`src/rtl/reorder_buffer.sv`:
```
// -----------------------------------------------------------------------------
// reorder_buffer
//
// In-order retirement buffer for an out-of-order core. The rename stage
// allocates entries at the tail. Execution units mark entries done by index,
// and branch units also record a mispredict flag and a redirect target.
// Entries retire from the head, one per cycle, once they are done. When a
// mispredicted branch retires, the next cycle is a one-cycle recovery pulse:
//   - every entry is discarded;
//   - tail snaps back to head;
//   - recovery_pc carries the branch target.
//
// Optional feature (compile-time macro ROB_WB_BYPASS_EN):
//   defined   -> a write-back or branch resolution aimed at the current head
//                counts as done in the same cycle, so the head can retire in
//                the cycle of its write-back.
//   undefined -> done is taken only from the stored bit, so retirement
//                happens one cycle after write-back.
//
// Parameters
//   DEPTH                  number of entries (power of two, >= 2)
//
// Ports
//   clk                    clock, rising edge
//   rst                    asynchronous reset, active low
//   alloc_valid/ready      allocation handshake from rename
//   alloc_wb_en            instruction writes a destination register
//   alloc_A_rd             architectural destination register
//   alloc_P_rd_new         newly mapped physical register
//   alloc_P_rd_old         previously mapped physical register
//   alloc_idx              index given to the allocating instruction (tail)
//   wb_valid/wb_idx        execution complete for an entry
//   br_valid/br_idx        branch resolved for an entry
//   br_mispredict          branch was mispredicted
//   br_target              redirect target for a mispredicted branch
//   commit_valid           head entry retires this cycle
//   commit_wb_en           retiring entry writes a destination
//   commit_A_rd            architectural rd of the retiring entry (0 when idle)
//   commit_P_rd_new        new physical rd of the retiring entry (0 when idle)
//   commit_P_rd_old        old physical rd of the retiring entry (0 when idle)
//   recovery               registered flush pulse
//   recovery_pc            redirect target that goes with the flush pulse
// -----------------------------------------------------------------------------
module reorder_buffer #(
  parameter int DEPTH = 16
) (
  input  logic                     clk,
  input  logic                     rst,
  input  logic                     alloc_valid,
  output logic                     alloc_ready,
  input  logic                     alloc_wb_en,
  input  logic [5:0]               alloc_A_rd,
  input  logic [6:0]               alloc_P_rd_new,
  input  logic [6:0]               alloc_P_rd_old,
  output logic [$clog2(DEPTH)-1:0] alloc_idx,
  input  logic                     wb_valid,
  input  logic [$clog2(DEPTH)-1:0] wb_idx,
  input  logic                     br_valid,
  input  logic [$clog2(DEPTH)-1:0] br_idx,
  input  logic                     br_mispredict,
  input  logic [31:0]              br_target,
  output logic                     commit_valid,
  output logic                     commit_wb_en,
  output logic [5:0]               commit_A_rd,
  output logic [6:0]               commit_P_rd_new,
  output logic [6:0]               commit_P_rd_old,
  output logic                     recovery,
  output logic [31:0]              recovery_pc
);

  localparam int IW = $clog2(DEPTH);

  // Control state (reset)
  logic [IW:0]       head_q, head_d, tail_q, tail_d;
  logic [DEPTH-1:0]  valid_q, valid_d, done_q, done_d, mis_q, mis_d;
  logic              recovery_q, recovery_d;
  logic [31:0]       recovery_pc_q, recovery_pc_d;

  // Entry payload (not reset; only read while the entry is valid)
  logic [5:0]        a_rd_q  [DEPTH];
  logic [6:0]        p_new_q [DEPTH];
  logic [6:0]        p_old_q [DEPTH];
  logic              wben_q  [DEPTH];
  logic [31:0]       tgt_q   [DEPTH];

  logic [IW-1:0]     head_idx, tail_idx;
  logic              full;
  logic              head_done, head_mis;
  logic [31:0]       head_tgt;
  logic              flush_pending;
  logic              alloc_fire;

  assign head_idx = head_q[IW-1:0];
  assign tail_idx = tail_q[IW-1:0];
  assign full     = (head_q[IW] != tail_q[IW]) && (head_idx == tail_idx);

`ifdef ROB_WB_BYPASS_EN
  logic wb_hit_head, br_hit_head;
  assign wb_hit_head = wb_valid && (wb_idx == head_idx);
  assign br_hit_head = br_valid && (br_idx == head_idx);
  assign head_done   = done_q[head_idx] || wb_hit_head || br_hit_head;
  assign head_mis    = br_hit_head ? br_mispredict : mis_q[head_idx];
  assign head_tgt    = br_hit_head ? br_target     : tgt_q[head_idx];
`else
  assign head_done   = done_q[head_idx];
  assign head_mis    = mis_q[head_idx];
  assign head_tgt    = tgt_q[head_idx];
`endif

  assign commit_valid  = valid_q[head_idx] && head_done && !recovery_q;
  // A retiring mispredict blocks allocation: tail is about to be rewound.
  assign flush_pending = commit_valid && head_mis;
  assign alloc_ready   = !full && !recovery_q && !flush_pending;
  assign alloc_fire    = alloc_valid && alloc_ready;
  assign alloc_idx     = tail_idx;

  assign commit_wb_en    = commit_valid && wben_q[head_idx];
  assign commit_A_rd     = commit_valid ? a_rd_q[head_idx]  : 6'd0;
  assign commit_P_rd_new = commit_valid ? p_new_q[head_idx] : 7'd0;
  assign commit_P_rd_old = commit_valid ? p_old_q[head_idx] : 7'd0;
  assign recovery        = recovery_q;
  assign recovery_pc     = recovery_pc_q;

  always_comb begin
    head_d        = head_q;
    tail_d        = tail_q;
    valid_d       = valid_q;
    done_d        = done_q;
    mis_d         = mis_q;
    recovery_d    = 1'b0;
    recovery_pc_d = recovery_pc_q;
    if (recovery_q) begin
      // Flush cycle: drop everything younger than the retired branch.
      valid_d = '0;
      done_d  = '0;
      mis_d   = '0;
      tail_d  = head_q;
    end else begin
      if (wb_valid && valid_q[wb_idx]) begin
        done_d[wb_idx] = 1'b1;
      end
      if (br_valid && valid_q[br_idx]) begin
        done_d[br_idx] = 1'b1;
        mis_d[br_idx]  = br_mispredict;
      end
      if (commit_valid) begin
        valid_d[head_idx] = 1'b0;
        head_d            = head_q + 1'b1;
        if (flush_pending) begin
          recovery_d    = 1'b1;
          recovery_pc_d = head_tgt;
        end
      end
      // Allocation last: the new entry starts clean even if it reuses a slot.
      if (alloc_fire) begin
        valid_d[tail_idx] = 1'b1;
        done_d[tail_idx]  = 1'b0;
        mis_d[tail_idx]   = 1'b0;
        tail_d            = tail_q + 1'b1;
      end
    end
  end

  always_ff @(posedge clk or negedge rst) begin
    if (!rst) begin
      head_q        <= '0;
      tail_q        <= '0;
      valid_q       <= '0;
      done_q        <= '0;
      mis_q         <= '0;
      recovery_q    <= 1'b0;
      recovery_pc_q <= '0;
    end else begin
      head_q        <= head_d;
      tail_q        <= tail_d;
      valid_q       <= valid_d;
      done_q        <= done_d;
      mis_q         <= mis_d;
      recovery_q    <= recovery_d;
      recovery_pc_q <= recovery_pc_d;
    end
  end

  always_ff @(posedge clk) begin
    if (alloc_fire) begin
      a_rd_q[tail_idx]  <= alloc_A_rd;
      p_new_q[tail_idx] <= alloc_P_rd_new;
      p_old_q[tail_idx] <= alloc_P_rd_old;
      wben_q[tail_idx]  <= alloc_wb_en;
    end
    if (!recovery_q && br_valid && valid_q[br_idx]) begin
      tgt_q[br_idx] <= br_target;
    end
  end

endmodule

```
`config.mk`:
```
export PLATFORM = sky130hd
export DESIGN_NAME = reorder_buffer
export DESIGN_NICKNAME = d
export VERILOG_FILES = /design/src/rtl/reorder_buffer.sv
export SDC_FILE = /design/constraint.sdc
export NUM_CORES = 1
export LEC_CHECK = 0
export CORE_MARGIN = 4
export CORE_UTILIZATION = 65
export DETAILED_ROUTE_END_ITERATION = 12
export GPL_TIMING_DRIVEN = 0
export PLACE_DENSITY = 0.84
export SKIP_CTS_REPAIR_TIMING = 1
export SKIP_LAST_GASP = 1
export SYNTH_ARGS = -nofsm -noshare
export SYNTH_HDL_FRONTEND = slang
export SYNTH_SLANG_ARGS = --single-unit
```
`constraint.sdc`:
```
create_clock -name clk -period 7.25 [get_ports clk]
set_input_delay 1.45 -clock clk [delete_from_list [all_inputs] [get_ports clk]]
set_output_delay 1.45 -clock clk [all_outputs]
set_load 0.05 [all_outputs]
```
# Yosys cells after proc, flatten, opt, wreduce, memory -nomap -nowiden
# Memory sizes are Yosys's and may differ from the RTL's. A register that Yosys moved wholly into a read port is not among the register bits.
# Cells that the tools add are included.
# totals
register_bits	59
latchBits	0
ramBits	848
rom_bits	0
out_inout_bits	60
wordCells	100
n_memories	5
# classes
addsub	2
mul	0
div_mod_pow	0
order_cmp	8
eq_ne	2
shifts	0
mux	45
bitwise	9
reduce_logical	23
# mem_list
memory	words	width	read_ports	rd_ports_with_merged_regs	wr	line	source
tgt_q	16	32	1	1	1	84	logic [31:0] tgt_q [DEPTH];
p_new_q	16	7	1	0	1	81	logic [6:0] p_new_q [DEPTH];
p_old_q	16	7	1	0	1	82	logic [6:0] p_old_q [DEPTH];
a_rd_q	16	6	1	0	1	80	logic [5:0] a_rd_q [DEPTH];
wben_q	16	1	1	0	1	83	logic wben_q [DEPTH];
# op_table
op	count
$mux 16	14
$and 16x16->16	3
$or 16x16->16	3
$not 16->16	2
$bmux 1 s4	5
$lt 4x5->1 const B	4
$bwmux 16	1
$demux 1 s4	4
$ge 4x1->1 const B	4
$logic_and 1x1->1	16
$mux 1	16
$mux 7	2
$add 5x1->5 const B	2
$mux 5	2
$mux 6	1
$eq 4x4->1	1
$logic_not 1->1	4
$reduce_and 3->1	1
$reduce_and 2->1	1
$reduce_bool 2->1	1
$ne 1x1->1	1
$not 1->1	1

# Depth between registers and ports, before layout
# Gate-level depths: netlist of run 1.
# depth
depth_word	13
mapped_depth	11
ltp_nobuf	7

# Worst setup path before layout of run 1
# No wires, ideal clock.
# synth_path
kind	input-to-reg
start	input port br_idx[1]
end	memory tgt_q[3][0] (enable)
t_arrival_ns	3.936
t_required_ns	6.829
setup_slack_ns	2.893
cell_stages	5
path_buffers	1
cell_sequence	clkbuf_1 mux4_2 nor4bb_1 nand3_1 nor2_1
# synth_between
elab_chain_cells	5
# synth_lines
element	line	source
from (decl)	59	input logic [$clog2(DEPTH)-1:0] br_idx,
$bmux 1 s4	191	if (!recovery_q && br_valid && valid_q[br_idx]) begin
$mux 1 (not written as such)	191	
$logic_and 1x1->1	191	
$mux 1	191	
$mux 1 (not written as such)	192	tgt_q[br_idx] <= br_target;
to (decl)	84	
# Parallel ways exist; a longest one is shown, timed or not. The select of a mux whose other input is x is not followed.

# Worst setup path after layout of run 1
# layout_path
start	register head_q[1]
end	output port commit_P_rd_old[6]
# layout_between
elab_chain_cells	5
# layout_lines
element	line	source
from (decl)	74	logic [IW:0] head_q, head_d, tail_q, tail_d;
from (signal assigned)	166	head_q <= '0;
from (signal assigned)	174	head_q <= head_d;
$bmux 1 s4, on equally long branches	110, 105	
$mux 1, on equally long branches	110, 105	
$logic_and 1x1->1 (2 in a row)	110	assign commit_valid = valid_q[head_idx] && head_done && !recovery_q;
$mux 7 *	120	assign commit_P_rd_old = commit_valid ? p_old_q[head_idx] : 7'd0;
to (decl)	66	output logic [6:0] commit_P_rd_old,
# Mark *: on every way between the ends. The rest lies on a longest branch, timed or not. The select of a mux whose other input is x is not followed.

==> results.rst, run 1 <==
.. list-table::
   :header-rows: 1

   * - Metric
     - Value
   * - Count of boundary I/O pins
     - 127
   * - Crit path capture type
     - output port
   * - Final wirelength
     - between 100000 and 150000 µm
   * - WP buf/inv
     - 5
   * - Critical-path maximum fanout
     - 10
   * - Most instantiated flip-flop cell in the synthesis netlist
     - sky130_fd_sc_hd__edfxtp_1
   * - Peak ir drop on the vdd network
     - 366 µV
   * - Area of the placeable core
     - around 56000 µm²
   * - Count of unresolved DRC violations after routing
     - 0
   * - Startpoint Class
     - register
   * - Sum of negative setup slack
     - 0 ns
   * - Placed wire-length estimate after detailed placement
     - 53200 µm
   * - Reg2reg start
     - head_q[1]
   * - Largest area contributor in the synthesized netlist
     - sky130_fd_sc_hd__edfxtp_1
   * - Initial cell density of the core
     - 0.663
   * - Clock Skews
     - 0.0241 ns
   * - Die area
     - about 60000 µm²
   * - RSZ-0062 raised after global routing
     - false
   * - Average vias per placed instance
     - roughly 7.3
   * - Post-detailed-route wirelength per cell
     - roughly 37 µm
   * - Fillcell total
     - 2741
   * - Violations in the final reports
     - max-capacitance violations
   * - Largest cells by area after synthesis
     - sky130_fd_sc_hd__edfxtp_1 (69%), sky130_fd_sc_hd__mux4_2 (17%), sky130_fd_sc_hd__dfrtp_1 (6.2%), sky130_fd_sc_hd__mux2_2 (1.0%), sky130_fd_sc_hd__nor2b_1 (0.46%)
   * - Htree depth
     - 3
   * - Ys Warns
     - 0
   * - Remaining global-route overflow
     - 0
   * - Beginning of the worst hold path
     - recovery_pc[9]
   * - Clock tree root driver cell
     - sky130_fd_sc_hd__clkbuf_16
   * - Final critical-path required period
     - 6.56 ns
   * - Proportion of layout cells with a drive suffix above 1
     - 0.285
   * - NumNets Final
     - 1952
   * - Netlist area before placement
     - 36800 µm²
   * - Sequential cell area fraction in the yosys report
     - 0.754
   * - Number of enable flip-flop cells after synthesis
     - 848
   * - Synth-to-Final Area Change
     - 15.8%
   * - Placer's final routability congestion estimate
     - 0.862
   * - Worst hold slack
     - 0.510 ns
   * - Power density over the cells
     - around 420 nW/µm²
   * - Placement row count
     - 86
   * - Number of distinct standard cells referenced by the synthesized netlist
     - 49
   * - ANT nets after route
     - 0
   * - Clock buffer count from CTS
     - 89
   * - Number of optimization iterations in the first detailed-route pass
     - 6
   * - Critical Path Start
     - head_q[1]
   * - Tcrit/Tclk final
     - 0.904
   * - Most used cells in the layout excluding fill and tap cells
     - sky130_fd_sc_hd__edfxtp_1 (848), sky130_fd_sc_hd__mux4_2 (284), sky130_fd_sc_hd__clkdlybuf4s50_1 (121)
   * - Worst-skew pair later-pin latency
     - around 0.67 ns
   * - Number of vias after detailed routing
     - about 20000
   * - DIE WIDTH
     - between 200 and 250 µm
   * - Total track usage
     - 0.339
   * - Iter 0 DRT Violations
     - 3199
   * - Critical path class
     - reg -> out
   * - Max Transition Viols Final
     - 0
   * - Clock transition at the register clock pins on the worst setup and hold paths after CTS
     - 0.06 ns
   * - Highest-delay cell along the critical path
     - sky130_fd_sc_hd__clkbuf_1
   * - Synth top area share
     - 0.692
   * - Clock tree sinks
     - roughly 940
   * - Data required time at the worst endpoint
     - 5.80 ns
   * - Type of the worst min-delay path
     - reg -> reg
   * - Cell chain of the critical path
     - buf_4 -> buf_4 -> clkbuf_1 -> clkbuf_1 -> mux4_2 -> mux4_2 -> nor2b_1 -> clkdlybuf4s50_1
   * - Wire length of the first global-routing pass
     - 144000 µm
   * - Buffers on Ports
     - 122
   * - Average size of a mapped cell
     - around 22 µm²
   * - Height of the die
     - 246 µm
   * - Leakage
     - 0.0140 µW
   * - Maximum count of clock buffers along a single path
     - 3
   * - Achievable clock frequency
     - 153 MHz
   * - Worst setup slack after layout
     - 0.695 ns
   * - TritonCTS clock tree
     - done
   * - Slew margin rel.
     - 0.0127
   * - Count of mapped cells out of synthesis
     - 1642
   * - Register bit total from synthesis
     - 939
   * - Most common library cell in the layout ignoring fill and taps
     - sky130_fd_sc_hd__edfxtp_1
   * - Fraction of registers with async set or reset after synthesis
     - 0.0969
   * - Least-Margin Pin Slew
     - 1.48 ns
   * - Cell class contributing the biggest share of worst-path delay
     - buffers and inverters
   * - Count of max-cap constraint violations
     - 1
   * - Max incr delay on CP
     - 0.87 ns
   * - Largest net degree at the start of global routing
     - 68
   * - Initial antenna violation count
     - 8
   * - Arrival time of data at the critical path endpoint
     - 5.11 ns
   * - Pre-CTS WS
     - 1.53 ns
   * - Synthesized Nets
     - 1717
   * - Number of global-route vias before repair
     - slightly above 20000
   * - Result of the run
     - complete, but fails checks
   * - Number of hold-slack violations in the final timing report
     - 0
   * - Number of endpoints failing setup at the final stage
     - 0
==> worst register-to-register path, delay by kind of cell, from the launching register on <==
| kind | cells | cell delay [ns] |
|---|---|---|
| AND/OR/NAND/NOR | 2 | 0.39 |
| AO/OA/AOI/OAI | 2 | 0.43 |
| flip-flops | 1 | 0.60 |
| buffers and inverters | 4 | 1.91 |
| multiplexers | 1 | 0.36 |
==> cell usage after synthesis (3+ instances only) <==
library cell and count:
sky130_fd_sc_hd__and3_1 6, sky130_fd_sc_hd__nor2b_1 27, sky130_fd_sc_hd__mux2i_1 16, sky130_fd_sc_hd__nand2b_1 3
sky130_fd_sc_hd__mux2_2 33, sky130_fd_sc_hd__buf_6 3, sky130_fd_sc_hd__edfxtp_1 848, sky130_fd_sc_hd__dfrtp_1 91
sky130_fd_sc_hd__nand2_1 35, sky130_fd_sc_hd__ha_1 8, sky130_fd_sc_hd__nor3b_1 3, sky130_fd_sc_hd__buf_4 18
sky130_fd_sc_hd__and2_4 3, sky130_fd_sc_hd__nor3_1 22, sky130_fd_sc_hd__a211oi_1 17, sky130_fd_sc_hd__xnor2_1 5
sky130_fd_sc_hd__mux4_2 284, sky130_fd_sc_hd__clkbuf_1 38, sky130_fd_sc_hd__nand3_1 19, sky130_fd_sc_hd__nor2_1 25
sky130_fd_sc_hd__o21ai_0 13, sky130_fd_sc_hd__buf_1 7, sky130_fd_sc_hd__buf_2 28, sky130_fd_sc_hd__and2_1 4
sky130_fd_sc_hd__a22oi_1 4, sky130_fd_sc_hd__and3b_1 3, sky130_fd_sc_hd__xor2_1 6, sky130_fd_sc_hd__inv_1 21
sky130_fd_sc_hd__a21oi_1 26, sky130_fd_sc_hd__o21bai_1 3
==> layout make-up <==
cell class	count	area (µm²)	area share
Antenna cell	6	15.0	0.000352
Timing Repair Buffer	144	1710	0.0402
Inverter	21	78.8	0.00185
Clock inverter	49	601	0.0141
Multi-Input combinational cell	587	8580	0.201
Buffer	95	498	0.0117
Sequential cell	939	27700	0.651
Clock buffer	117	2460	0.0576
Tap cell	748	936	0.0220
==> report_power, final <==
part,internal (µW),total [µW],switching (µW)
registers,6430,6730,294
clock network,2830,4910,2080
logic,2570,6060,3490
total,11800,17700,5860
==> kinds of logic (layout without fill, tap and decap cells) <==
logic type,count (synthesis),count (layout),synth area share
AO/OA/AOI/OAI,75,75,0.0138
XOR/XNOR,11,11,0.00262
adder cells (fa/ha/maj),8,8,0.00272
buffers and inverters,116,426,0.0157
flip-flops,939,939,0.754
multiplexers,333,333,0.188
other,0,6,0
AND/OR/NAND/NOR,160,160,0.0228
==> flip-flops by register name, indices dropped and copies added, names as in the netlist <==
register     flops
a_rd_q          96
done_q          16
head_q           5
mis_q           16
p_new_q        112
p_old_q        112
recovery         1
recovery_pc     32
tail_q           5
tgt_q          512
valid_q         16
wben_q          16
==> path summary, 6_finish.rpt <==
| check | to | slack, ns | depth (start not counted) |
|---|---|---|---|
| min in group asynchronous | recovery_pc[27] | 0.76 | 1 |
| max reg2reg | p_old_q[5][6] | 3.13 | 9 |
| min | recovery_pc[9] | 0.51 | 1 |
| max | commit_P_rd_old[6] | 0.69 | 8 |
| max in group asynchronous | mis_q[2] | 5.75 | 2 |
| min reg2reg | recovery_pc[9] | 0.51 | 1 |
==> stage by stage <==
stage               cell area, µm²  total power, µW  instances  utilization
floorplan                    36800            10700       1642            -
global placement             38900            12400       2512        0.701
detailed placement           39400            12600       2529        0.710
CTS                          42500            17600       2695        0.765
global route                 42600            18200       2705        0.768
finish                       42600            17700       2706        0.768
==> metal layers <==
metal  track usage  part of all wire
met5             0           0.00027
met4         0.139             0.048
met3        0.0732              0.11
met2         0.560              0.51
met1         0.453              0.33
Power figures use the tool's default switching activity.
==> inputs of run 2 (changes only) <==
CELL_PAD_IN_SITES_DETAIL_PLACEMENT = 0   (was unset)
CELL_PAD_IN_SITES_GLOBAL_PLACEMENT = 1   (was unset)
CORE_UTILIZATION = 58   (was 65)
PLACE_DENSITY = unset   (was 0.84)
PLACE_DENSITY_LB_ADDON = 0.1   (was unset)
==> results.rst, run 2 (synthesized netlist as in run 1, its figures left out) <==
.. list-table::
   :header-rows: 1

   * - Metric
     - Value
   * - Number of endpoints failing setup at the final stage
     - 0 (unchanged)
   * - TritonCTS clock tree
     - done
   * - Highest metal layer with signal wires
     - met5
   * - Type of the worst min-delay path
     - reg -> reg
   * - Height of the die
     - 260 µm (+5.7%)
   * - Arrival time of data at the critical path endpoint
     - 4.87 ns (-0.24 ns)
   * - Biggest regs
     - tgt_q: 512 flops, p_new_q: 112 flops, p_old_q: 112 flops
   * - Sum of negative setup slack
     - 0 ns (unchanged)
   * - Slew margin rel.
     - 0.0754 (+0.0627)
   * - Clock transition at the register clock pins on the worst setup and hold paths after CTS
     - 0.06 ns (about the same)
   * - Number of standard cells in the layout, taps in and fillers out
     - 2811 (+3.9%)
   * - Maximum count of clock buffers along a single path
     - 3 (unchanged)
   * - Initial antenna violation count
     - 7 (-1)
   * - Worst hold slack
     - 0.506 ns (-0.00441 ns)
   * - Placement row count
     - 92 (+7.0%)
   * - Crit path capture type
     - output port
   * - DIE WIDTH
     - 260 µm (+5.7%)
   * - Reg2reg path depth
     - 9 (unchanged)
   * - ANT nets after route
     - 0 (unchanged)
   * - Number of optimization iterations in the first detailed-route pass
     - 5 (-1)
   * - Clock Skews
     - 0.0286 ns (+0.00450 ns)
   * - Largest net degree at the start of global routing
     - 68 (unchanged)
   * - Count of unresolved DRC violations after routing
     - 0 (unchanged)
   * - Clock tree sinks
     - 939 (unchanged)
   * - Placer's final routability congestion estimate
     - 0.837 (-2.9%)
   * - Average vias per placed instance
     - 6.32 (-14%)
   * - Iter 0 DRT Violations
     - 1886 (-41%)
   * - Area of the placeable core
     - 63000 µm² (+13%)
   * - Number of vias after detailed routing
     - 17800 (-10%)
   * - Clock buffer count from CTS
     - 93 (+4.5%)
   * - Critical path class
     - reg -> out
   * - RSZ-0062 raised after global routing
     - false
   * - Proportion of layout cells with a drive suffix above 1
     - 0.285 (about the same)
   * - Startpoint Class
     - register
   * - Final wirelength
     - 85400 µm (-15%)
   * - Result of the run
     - finished clean
   * - Metal-1 WL
     - 33800 µm (+1.3%)
   * - Hold Path Depth
     - 1 (unchanged)
   * - Wire length of the first global-routing pass
     - 126000 µm (-13%)
   * - Count of boundary I/O pins
     - 127 (unchanged)
   * - Peak ir drop on the vdd network
     - 274 µV (-25%)
   * - Htree depth
     - 3 (unchanged)
   * - Worst-skew pair later-pin latency
     - 0.65 ns (-0.02 ns)
   * - Final critical-path required period
     - 6.32 ns (-0.236 ns)
   * - Synth-to-Final Area Change
     - 16.4%
   * - Total track usage
     - 0.259 (-0.0802)
   * - Buffers on Ports
     - 122 (unchanged)
   * - Final core utilization
     - 0.680 (-0.0877)
   * - Post-detailed-route wirelength per cell
     - 30.4 µm (-18%)
   * - Power density over the cells
     - 404 nW/µm² (-2.8%)
   * - Max Transition Viols Final
     - 0 (unchanged)
   * - Remaining global-route overflow
     - 0 (unchanged)
   * - Die area
     - 67500 µm² (+12%)
   * - Leakage
     - 0.0141 µW (+0.41%)
   * - Number of hold-slack violations in the final timing report
     - 0 (unchanged)
   * - Number of global-route vias before repair
     - 18600 (-9.5%)
   * - Most common library cell in the layout ignoring fill and taps
     - sky130_fd_sc_hd__edfxtp_1
   * - Placed wire-length estimate after detailed placement
     - 51600 µm (-3.0%)
   * - Achievable clock frequency
     - 158 MHz (+3.7%)
   * - Critical-path maximum fanout
     - 10 (unchanged)
   * - Tcrit/Tclk final
     - 0.872 (-0.0326)
   * - Most used cells in the layout excluding fill and tap cells
     - sky130_fd_sc_hd__edfxtp_1 (848), sky130_fd_sc_hd__mux4_2 (284), sky130_fd_sc_hd__clkdlybuf4s50_1 (121)
   * - Initial cell density of the core
     - 0.584 (-0.0783)
   * - Data required time at the worst endpoint
     - 5.80 ns (about the same)
   * - Flip-flop count of the largest register after layout
     - 512 (unchanged)
   * - Routed wl met3
     - 5560 µm (-49%)
   * - Clock tree root driver cell
     - sky130_fd_sc_hd__clkbuf_16
   * - Cells after DPL
     - 2631 (+4.0%)
   * - Met2 WL
     - 44200 µm (-14%)
   * - Least-Margin Pin Slew
     - 1.39 ns (-0.0939 ns)
   * - Top reg by flops
     - tgt_q
   * - NumNets Final
     - 1958 (+0.31%)
   * - Count of max-cap constraint violations
     - 0 (-1)
run 2: cell count changes in the layout (fill, tap and decap cells not counted), moves of 3 or more:
cell,delta
sky130_fd_sc_hd__clkbuf_8,-3
sky130_fd_sc_hd__clkbuf_1,+4
sky130_fd_sc_hd__clkinv_2,+8
sky130_fd_sc_hd__bufinv_16,-4
sky130_fd_sc_hd__clkinv_1,+3
sky130_fd_sc_hd__diode_2,-4
sky130_fd_sc_hd__clkbuf_16,+6
sky130_fd_sc_hd__buf_12,-3
sky130_fd_sc_hd__buf_16,+5
sky130_fd_sc_hd__clkinvlp_4,-3
run 2: path summary, 6_finish.rpt:
path / endpoint / startpoint / slack, ns
worst max-delay path: commit_P_rd_new[0] / head_q[1] / 0.93
worst min-delay path: recovery_pc[2] / recovery_pc[2] / 0.51
worst max register to register: p_new_q[9][4] / head_q[1] / 3.27
worst min register to register: recovery_pc[2] / recovery_pc[2] / 0.51
max in group asynchronous: head_q[0] / rst / 5.75
min in group asynchronous: recovery_pc[28] / rst / 0.75
run 2: stage by stage:
stage          power [µW]  instance area, µm²  setup WS, ns
6_report            17300               42800         0.931
5_1_grt             18000               42800         0.724
4_1_cts             17400               42700         0.808
3_5_place_dp        12600               39700          1.53
3_3_place_gp        12500               39100         0.699
2_1_floorplan       10700               36800          2.89
run 2: layer usage:
layer / global-route usage / vias up
met5: 0 / -
met4: 0.0673 / 8
met3: 0.0469 / 122
met2: 0.439 / 673
met1: 0.356 / 9577
li1: - / 7374
run 2: cell type report:
cell class / instances / area [µm²]
clock buffer: 124 / 2580
multi-input combinational: 587 / 8580
timing repair buffer: 146 / 1790
inverter: 21 / 78.8
clock inverter: 51 / 478
sequential: 939 / 27700
fill: 4046 / 20200
buffer: 95 / 498
antenna: 2 / 5.00
tap: 846 / 1060
run 2: where the power goes:
group / total [µW] / switching (µW) / internal, µW
Combinational: 5820 / 3250 / 2570
Sequential: 6670 / 237 / 6430
Clock: 4800 / 2000 / 2790
run 2: worst max-delay path, cell delays in order, from the launching register on:
cell and delay, ns:
sky130_fd_sc_hd__dfrtp_1 0.58, sky130_fd_sc_hd__buf_4 0.30, sky130_fd_sc_hd__buf_4 0.28, sky130_fd_sc_hd__clkbuf_1 0.50
sky130_fd_sc_hd__clkbuf_1 0.76, sky130_fd_sc_hd__mux4_2 0.45, sky130_fd_sc_hd__mux4_2 0.45, sky130_fd_sc_hd__nor2b_1 0.15
sky130_fd_sc_hd__clkdlybuf4s50_1 0.74
==> inputs of run 3 (changes only) <==
CORE_UTILIZATION = 61   (was 58)
CTS_BUF_LIST = sky130_fd_sc_hd__clkbuf_8   (was unset)
==> results.rst, run 3 (synthesized netlist as in run 1, its figures left out) <==
.. list-table::
   :header-rows: 1

   * - Metric
     - Value
   * - Power density over the cells
     - 395 nW/µm² (-2.2%)
   * - Final wirelength
     - 84200 µm (-1.5%)
   * - Max incr delay on CP
     - 0.76 ns (about the same)
   * - Height of the die
     - 254 µm (-2.4%)
   * - Count of unresolved DRC violations after routing
     - 0 (unchanged)
   * - Leakage
     - 0.0142 µW (+1.1%)
   * - Htree depth
     - 4 (+1)
   * - Data required time at the worst endpoint
     - 5.80 ns (about the same)
   * - Power Total
     - 16800 µW (-2.9%)
   * - Count of boundary I/O pins
     - 127 (unchanged)
   * - Total track usage
     - 0.271 (+0.0121)
   * - R2r setup slk
     - 3.28 ns (about the same)
   * - Result of the run
     - finished clean
   * - Critical Path Start
     - head_q[1]
   * - Flip-flop count of the largest register after layout
     - 512 (unchanged)
   * - Die area
     - 64300 µm² (-4.8%)
   * - Synth-to-Final Area Change
     - 15.4%
   * - Slew margin rel.
     - 0.0760 (+0.000578)
   * - Final critical-path required period
     - 6.47 ns (+0.151 ns)
   * - Number of optimization iterations in the first detailed-route pass
     - 7 (+2)
   * - Average vias per placed instance
     - 6.33 (+0.26%)
   * - Most used cells in the layout excluding fill and tap cells
     - sky130_fd_sc_hd__edfxtp_1 (848), sky130_fd_sc_hd__mux4_2 (284), sky130_fd_sc_hd__clkbuf_8 (173)
   * - Worst-skew pair later-pin latency
     - 0.79 ns (+0.14 ns)
   * - Initial antenna violation count
     - 7 (unchanged)
   * - NumNets Final
     - 2011 (+2.7%)
   * - ANT nets after route
     - 0 (unchanged)
   * - Clock transition at the register clock pins on the worst setup and hold paths after CTS
     - 0.06 ns (about the same)
   * - Clock tree root driver cell
     - sky130_fd_sc_hd__clkbuf_8
   * - Iter 0 DRT Violations
     - 1984 (+5.2%)
   * - Buffers on Ports
     - 122 (unchanged)
   * - Achievable clock frequency
     - 155 MHz (-2.3%)
   * - Placement row count
     - 89 (-3.3%)
   * - End of the critical path
     - commit_wb_en
   * - Proportion of layout cells with a drive suffix above 1
     - 0.300 (+0.0155)
   * - Least-Margin Pin Slew
     - 1.38 ns (-0.000866 ns)
   * - Max Transition Viols Final
     - 0 (unchanged)
   * - Most common library cell in the layout ignoring fill and taps
     - sky130_fd_sc_hd__edfxtp_1
   * - Cell class contributing the biggest share of worst-path delay
     - buffers and inverters
   * - WP buf/inv
     - 5 (unchanged)
   * - Count of max-cap constraint violations
     - 0 (unchanged)
   * - Number of endpoints failing setup at the final stage
     - 0 (unchanged)
   * - Type of the worst min-delay path
     - reg -> reg
   * - Crit path capture type
     - output port
   * - Area of all placed cells without fillers
     - 42500 µm² (-0.80%)
   * - Reg2reg start
     - head_q[1]
   * - Biggest regs
     - tgt_q: 512 flops, p_new_q: 112 flops, p_old_q: 112 flops
   * - Clock tree sinks
     - 939 (unchanged)
   * - Area of the placeable core
     - 59400 µm² (-5.7%)
   * - TritonCTS clock tree
     - done
   * - Wire length of the first global-routing pass
     - 125000 µm (-1.0%)
   * - Maximum count of clock buffers along a single path
     - 3 (unchanged)
   * - RSZ-0062 raised after global routing
     - false
   * - Largest net degree at the start of global routing
     - 69 (+1.5%)
   * - Worst flop-to-flop path endpoint
     - a_rd_q[14][1]
   * - Startpoint Class
     - register
   * - Placed wire-length estimate after detailed placement
     - 51800 µm (+0.35%)
   * - Critical-path maximum fanout
     - 10 (unchanged)
   * - Number of vias after detailed routing
     - 18000 (+1.1%)
   * - Post-detailed-route wirelength per cell
     - 29.7 µm (-2.3%)
   * - Clock Skews
     - 0.0381 ns (+0.00954 ns)
   * - Placer's final routability congestion estimate
     - 0.861 (+2.9%)
   * - Clock buffer count from CTS
     - 149 (+60%)
   * - Arrival time of data at the critical path endpoint
     - 5.02 ns (+0.15 ns)
   * - Remaining global-route overflow
     - 0 (unchanged)
   * - Number of global-route vias before repair
     - 18800 (+1.4%)
   * - Placed Area
     - 39500 µm² (-0.31%)
   * - Critical path class
     - reg -> out
   * - Top reg by flops
     - tgt_q
   * - Reg2reg path depth
     - 9 (unchanged)
   * - DIE WIDTH
     - 254 µm (-2.4%)
   * - Number of logic stages on the critical path including buffering
     - 8 (unchanged)
   * - Tcrit/Tclk final
     - 0.892 (+0.0208)
   * - Highest-delay cell along the critical path
     - sky130_fd_sc_hd__clkbuf_1
   * - Number of hold-slack violations in the final timing report
     - 0 (unchanged)
   * - Initial cell density of the core
     - 0.620 (+0.0356)
   * - Peak ir drop on the vdd network
     - 247 µV (-9.6%)
   * - Sum of negative setup slack
     - 0 ns (unchanged)
   * - Cell chain of the critical path
     - buf_4 -> buf_4 -> clkbuf_1 -> clkbuf_1 -> mux4_2 -> mux4_2 -> nor2b_1 -> clkdlybuf4s50_1
## run 3: cell types whose count changed in the layout (fill, tap and decap cells not counted), sizes merged
| cell | change |
|---|---|
| buf | -3 |
| bufinv | -4 |
| inv | +59 |
| clkinv | -6 |
| clkbuf | +49 |
| diode | +3 |
## run 3: worst min path at each step
stage / slack, ns / from / depth (start not counted) / endpoint
floorplan: 0.48 / head_q[4] / 1 / head_q[4]
global placement: 0.49 / recovery_pc[26] / 1 / recovery_pc[26]
detailed placement: 0.50 / recovery_pc[21] / 1 / recovery_pc[21]
CTS: 0.51 / recovery_pc[21] / 1 / recovery_pc[21]
global route: 0.52 / recovery_pc[10] / 1 / recovery_pc[10]
finish: 0.50 / recovery_pc[21] / 1 / recovery_pc[21]
## run 3: area by class of cell
type	instances	area [µm²]
repair buffers	143	1670
clock inverters	100	536
plain buffers	95	498
fillers	3530	16900
diodes	5	12.5
clock buffers	173	2380
well taps	773	967
flip-flops and latches	939	27700
inverters	21	78.8
multi-input cells	587	8580
## run 3: stage by stage
stage                util  cells  worst slack (ns)  hold WS [ns]
floorplan               -   1642              2.89         0.482
global placement    0.657   2537             0.695         0.488
detailed placement  0.666   2558              1.56         0.495
CTS                 0.715   2831             0.692         0.508
global route        0.715   2833             0.603         0.515
finish              0.716   2836             0.780         0.503
## run 3: layer usage
metal / up-vias / GRT usage / routed length, µm
li1: 7491 / - / -
met1: 9523 / 0.376 / 32700
met2: 800 / 0.446 / 42900
met3: 138 / 0.0598 / 6660
met4: 6 / 0.0812 / 1810
met5: - / 0 / 47
## run 3: where the power goes
group,total (µW),internal (µW),switching [µW]
combinational,5760,2550,3200
sequential,6680,6430,241
clock,4340,2320,2020
total,16800,11300,5460
==> edit 1, RTL diff (config.mk and constraints of run 3) <==
Add a define of `ROB_WB_BYPASS_EN`.
--- a/src/rtl/reorder_buffer.sv
+++ b/src/rtl/reorder_buffer.sv
@@ -43,2 +43,4 @@
 // -----------------------------------------------------------------------------
+`define ROB_WB_BYPASS_EN
+
 module reorder_buffer #(
Behaviour: not the same (Yosys sat finds a counterexample within 4 cycles, from zero or initial values and one cycle with rst low).
==> edit 1 against run 3 <==
Cell count up 6.1%; total power shrank 1.3%; sequential cell count did not move; register-to-register slack lost 110 ps; setup slack better by 0.58 ps; global-route usage increased by 1.8 points; die area rose by 1.2%; non-clock buffer count grew 84; area after synthesis is 1.2% higher; cell area up 3.1%; routed wire length up 8.2%; via count rose by 8.6%; critical path type unchanged; largest cell class unchanged.
==> edit 1: results <==
run_status:
  status: "complete, no violations"
synth:
  synthMuxAreaShare: 0.1827
  synth_xor_area_frac: 0.003998
  synthAdderAreaFrac: 0.002688
  synth_edf_count: 848
  syn-num-nets: 1808
  synth.distinct_cells: 57
  synth.area.top_cells: "edfxtp_1, mux4_2, dfrtp_1"
  synth_compound_area_frac: 0.01959
  syn_area_per_cell_um2: 21.49
clock_network:
  numCtsBuffers: 147
  clk_latency_ps: 790
grt:
  gr-usage-met3: 0.07387
  grt.met2_usage: 0.4556
  grt_util_all_layers: 0.2896
  use_met1: 0.4173
  grt_max_degree: 58
  first_global_vias: 20080
  antenna_found_initial: 6
  grt_pass1_wl_mm: 133.6
routing:
  drt_iter0_markers: 2264
  dr_wl_met3_mm: 8.627
  drt-total-wl_mm: 91.10
  wl_met1_mm: 35.75
  wl_met2_mm: 44.68
  dr.pass1.iters: 5
  viasPerCell: 6.480
  wire_per_inst_um: 30.27
critical_path:
  r2r_end: "wben_q[7]$_DFFE_PP_"
  reg2reg_slack_ps: 3170
  endpoint: "commit_A_rd[5]"
  arrival_ps: 5020
  crit_path_top_delay_cell: "buf_1"
  crit_family: "buffers and inverters"
sta:
  whs_ps: 521.0
  layout_setup_ws_ps: 781.0
  max_slew_margin: 0.1806
  worst_clock_skew_ps: 35.62
worst_hold_path:
  holdPathEnd: "head_q[4]$_DFFE_PN0N_"
  worstHoldStart: "head_q[4]$_DFFE_PN0N_"
power_and_ir_drop:
  p_switching_uw: 5484
  power_leakage_uw: 0.01480
  vdd_drop_max_mv: 0.2172
final_layout:
  nFillCells: 3591
  drive_gt1_frac: 0.2971
  fin_area_um2: 43770
  finalNetCount: 2176
placed_design:
  dpl_worst_slack_ps: 1023
  place_area_um2: 40970
  dp.cells: 2734
  port_buffers: 124
  dp_hpwl_mm: 59.91
==> edit 1: changes by cell type after synthesis, sizes merged, moves of 16 or more <==
cell,run 3,this run
mux2i,16,52
mux2,33,0
nor2b,27,7
nor2,26,48
and2,8,29
nor3,22,63
nand2,37,20
nand3,20,4
==> edit 1: cell type report <==
type | instances | area share
sequential | 939 | 0.6338
multi-input combinational | 668 | 0.2080
timing repair buffer | 219 | 0.05834
clock buffer | 160 | 0.05031
tap | 782 | 0.02235
clock inverter | 113 | 0.01358
buffer | 103 | 0.01141
inverter | 23 | 0.001972
antenna | 3 | 0.0001715
==> edit 1: power groups by stage <==
stage / Combinational, uW / Clock, uW / Sequential [uW]
4_1_cts: 5770 / 4260 / 6640
3_3_place_gp: 5480 / 0 / 6760
3_5_place_dp: 5740 / 0 / 6750
6_report: 5720 / 4190 / 6650
5_1_grt: 6080 / 4520 / 6680
2_1_floorplan: 3580 / 0 / 6950
==> edit 2, RTL diff (config.mk and constraints of run 3) <==
Made on the original files. Make the reset (`rst`) synchronous in one clocked block. Comments in the files are not updated.
--- a/src/rtl/reorder_buffer.sv
+++ b/src/rtl/reorder_buffer.sv
@@ -163,3 +163,3 @@
 
-  always_ff @(posedge clk or negedge rst) begin
+  always_ff @(posedge clk) begin
     if (!rst) begin
Function: differs if rst is asserted again (counterexample within 4 cycles, from zero or initial values and one cycle with rst low); with rst held inactive, the same outputs for 4 cycles.
==> edit 2 against run 3 <==
Register-to-register slack about the same; area after synthesis decreased by 0.69%; cell area decreased by 1.1%; clock skew decreased by 2.8 ps; core utilization decreased by 0.50 points; fmax increased by 4.1%; routed wire length increased by 2.3%; sequential cell count increased by 4; setup slack improved by 250 ps; via count increased by 3.3%; count of clock-buffer cells in the layout decreased by 13.
Power is not compared: it rests on default switching activity, and its combinational part moved more than twofold at a synthesized area within 25%.
==> edit 2: results <==
run_status:
  status: "complete, no violations"
synth:
  synth.distinct_cells: 45
  syn-num-nets: 1774
  synthTopCellsByCount: "edfxtp_1, mux4_2, dfxtp_1"
  synth.area.top_cells: "edfxtp_1, mux4_2, dfxtp_1"
  async_flop_share: 0
  synth_seq_area_share: 0.7490
  synth_edf_count: 848
  yosys_warnings: 0
grt:
  use_met1: 0.3814
  grt_util_all_layers: 0.2774
  grt_max_degree: 25
  grt.met2_usage: 0.4499
  grt_pass1_wl_mm: 126.5
  first_global_vias: 19171
  gr-usage-met3: 0.06802
  antenna_found_initial: 6
critical_path:
  r2r_end: "p_old_q[6][2]$_DFFE_PP_"
  arrival_ps: 4770
  endpoint: "alloc_ready"
  crit_path_top_delay_cell: "clkdlybuf4s50_1"
  startpoint: "head_q[1]$_SDFFE_PN0P_"
  reg2reg_slack_ps: 3280
  reg2reg_from: "head_q[0]$_SDFFE_PN0P_"
  crit_fanout: 10
  slowest_delay_ps: 850
routing:
  wire_per_inst_um: 29.77
  dr.pass1.iters: 5
  viasPerCell: 6.411
  drt_iter0_markers: 1944
power_and_ir_drop:
  power_leakage_uw: 0.01354
  vdd_drop_max_mv: 0.1977
placed_design:
  gp_congestion: 0.8652
  port_buffers: 125
  dpl_worst_slack_ps: 1816
  dp_hpwl_mm: 51.35
clock_network:
  cts-root-buf: "clkbuf_8"
  clock_path_buffers: 3
  clk_latency_ps: 780
  numCtsBuffers: 148
final_layout:
  drive_gt1_frac: 0.2609
  top_regs: "tgt_q x512, p_new_q x112, p_old_q x112"
  nFillCells: 3616
  finalNetCount: 2075
sta:
  max_slew_margin: 0.07337
  post-route-min-period_ps: 6217
  worst_clock_skew_ps: 35.35
worst_hold_path:
  hold_class: "flip-flop to flip-flop"
floorplanning:
  die_w_um: 252.7
==> edit 2: changes by cell type after synthesis, sizes merged, moves of 4 or more <==
cell / run 3 / this run
dfxtp: 0 / 95
dfrtp: 91 / 0
nor2: 26 / 60
mux2: 33 / 0
mux2i: 16 / 48
clkbuf: 38 / 53
buf: 57 / 44
and3: 6 / 17
o21ai: 15 / 22
a211oi: 17 / 11
o2111ai: 0 / 5
a311oi: 2 / 6
a31o: 0 / 4
o22ai: 0 / 4
==> edit 2: cell type report <==
cell class,instances,area [um^2],share of cell area
Sequential cell,943,27370,0.6514
Clock buffer,160,2202,0.05242
Buffer,97,447.9,0.01066
Inverter,21,78.83,0.001876
Multi-Input combinational cell,638,8735,0.2079
Tap cell,773,967.2,0.02302
Antenna cell,4,10.01,0.0002383
Clock inverter,106,508.0,0.01209
Timing Repair Buffer,151,1698,0.04041
==> edit 2: layer usage <==
metal / share of wire / up-vias / wire (um)
li1: - / 7734 / -
met2: 0.50 / 889 / 43160
met3: 0.085 / 158 / 7317
met4: 0.028 / 6 / 2385
met5: 0.00048 / - / 41
met1: 0.39 / 9761 / 33220
==> edit 2: worst min-delay path by stage <==
stage | startpoint | cells past startpoint | to | slack, ps
CTS | mis_q[10]$_SDFF_PP0_ | 2 | mis_q[10]$_SDFF_PP0_ | 490
finish | recovery_pc[28]$_SDFFE_PN0P_ | 2 | recovery_pc[28]$_SDFFE_PN0P_ | 490
detailed placement | mis_q[10]$_SDFF_PP0_ | 2 | mis_q[10]$_SDFF_PP0_ | 480
global placement | mis_q[10]$_SDFF_PP0_ | 2 | mis_q[10]$_SDFF_PP0_ | 460
floorplan | mis_q[10]$_SDFF_PP0_ | 2 | mis_q[10]$_SDFF_PP0_ | 430
global route | mis_q[10]$_SDFF_PP0_ | 2 | mis_q[10]$_SDFF_PP0_ | 500
==> edit 2: kinds of logic after synthesis <==
logic type | Yosys count | share of synthesized area
mux | 332 | 0.1882
buf+inv | 118 | 0.01442
xor+xnor | 9 | 0.002158
flops | 943 | 0.7490
simple gates | 201 | 0.02753
fa+ha+maj | 8 | 0.002740
compound gates | 88 | 0.01589
==> edit 2: stage by stage <==
step	setup TNS [ps]	cell area, um^2	std cells	hold WS [ps]
3_3_place_gp	-105260	38750	2597	457.1
3_5_place_dp	0	39280	2622	479.0
5_1_grt	0	42010	2890	498.1
4_1_cts	0	41990	2888	486.7
6_report	0	42010	2893	492.7
2_1_floorplan	0	36540	1699	430.4
==> edit 2: power breakdown <==
group	internal (uW)	switching [uW]	total, uW	leakage, uW
clock network	2100	2010	4120	0.00162
logic	75.1	133	208	0.00352
registers	5940	7.97	5950	0.00840
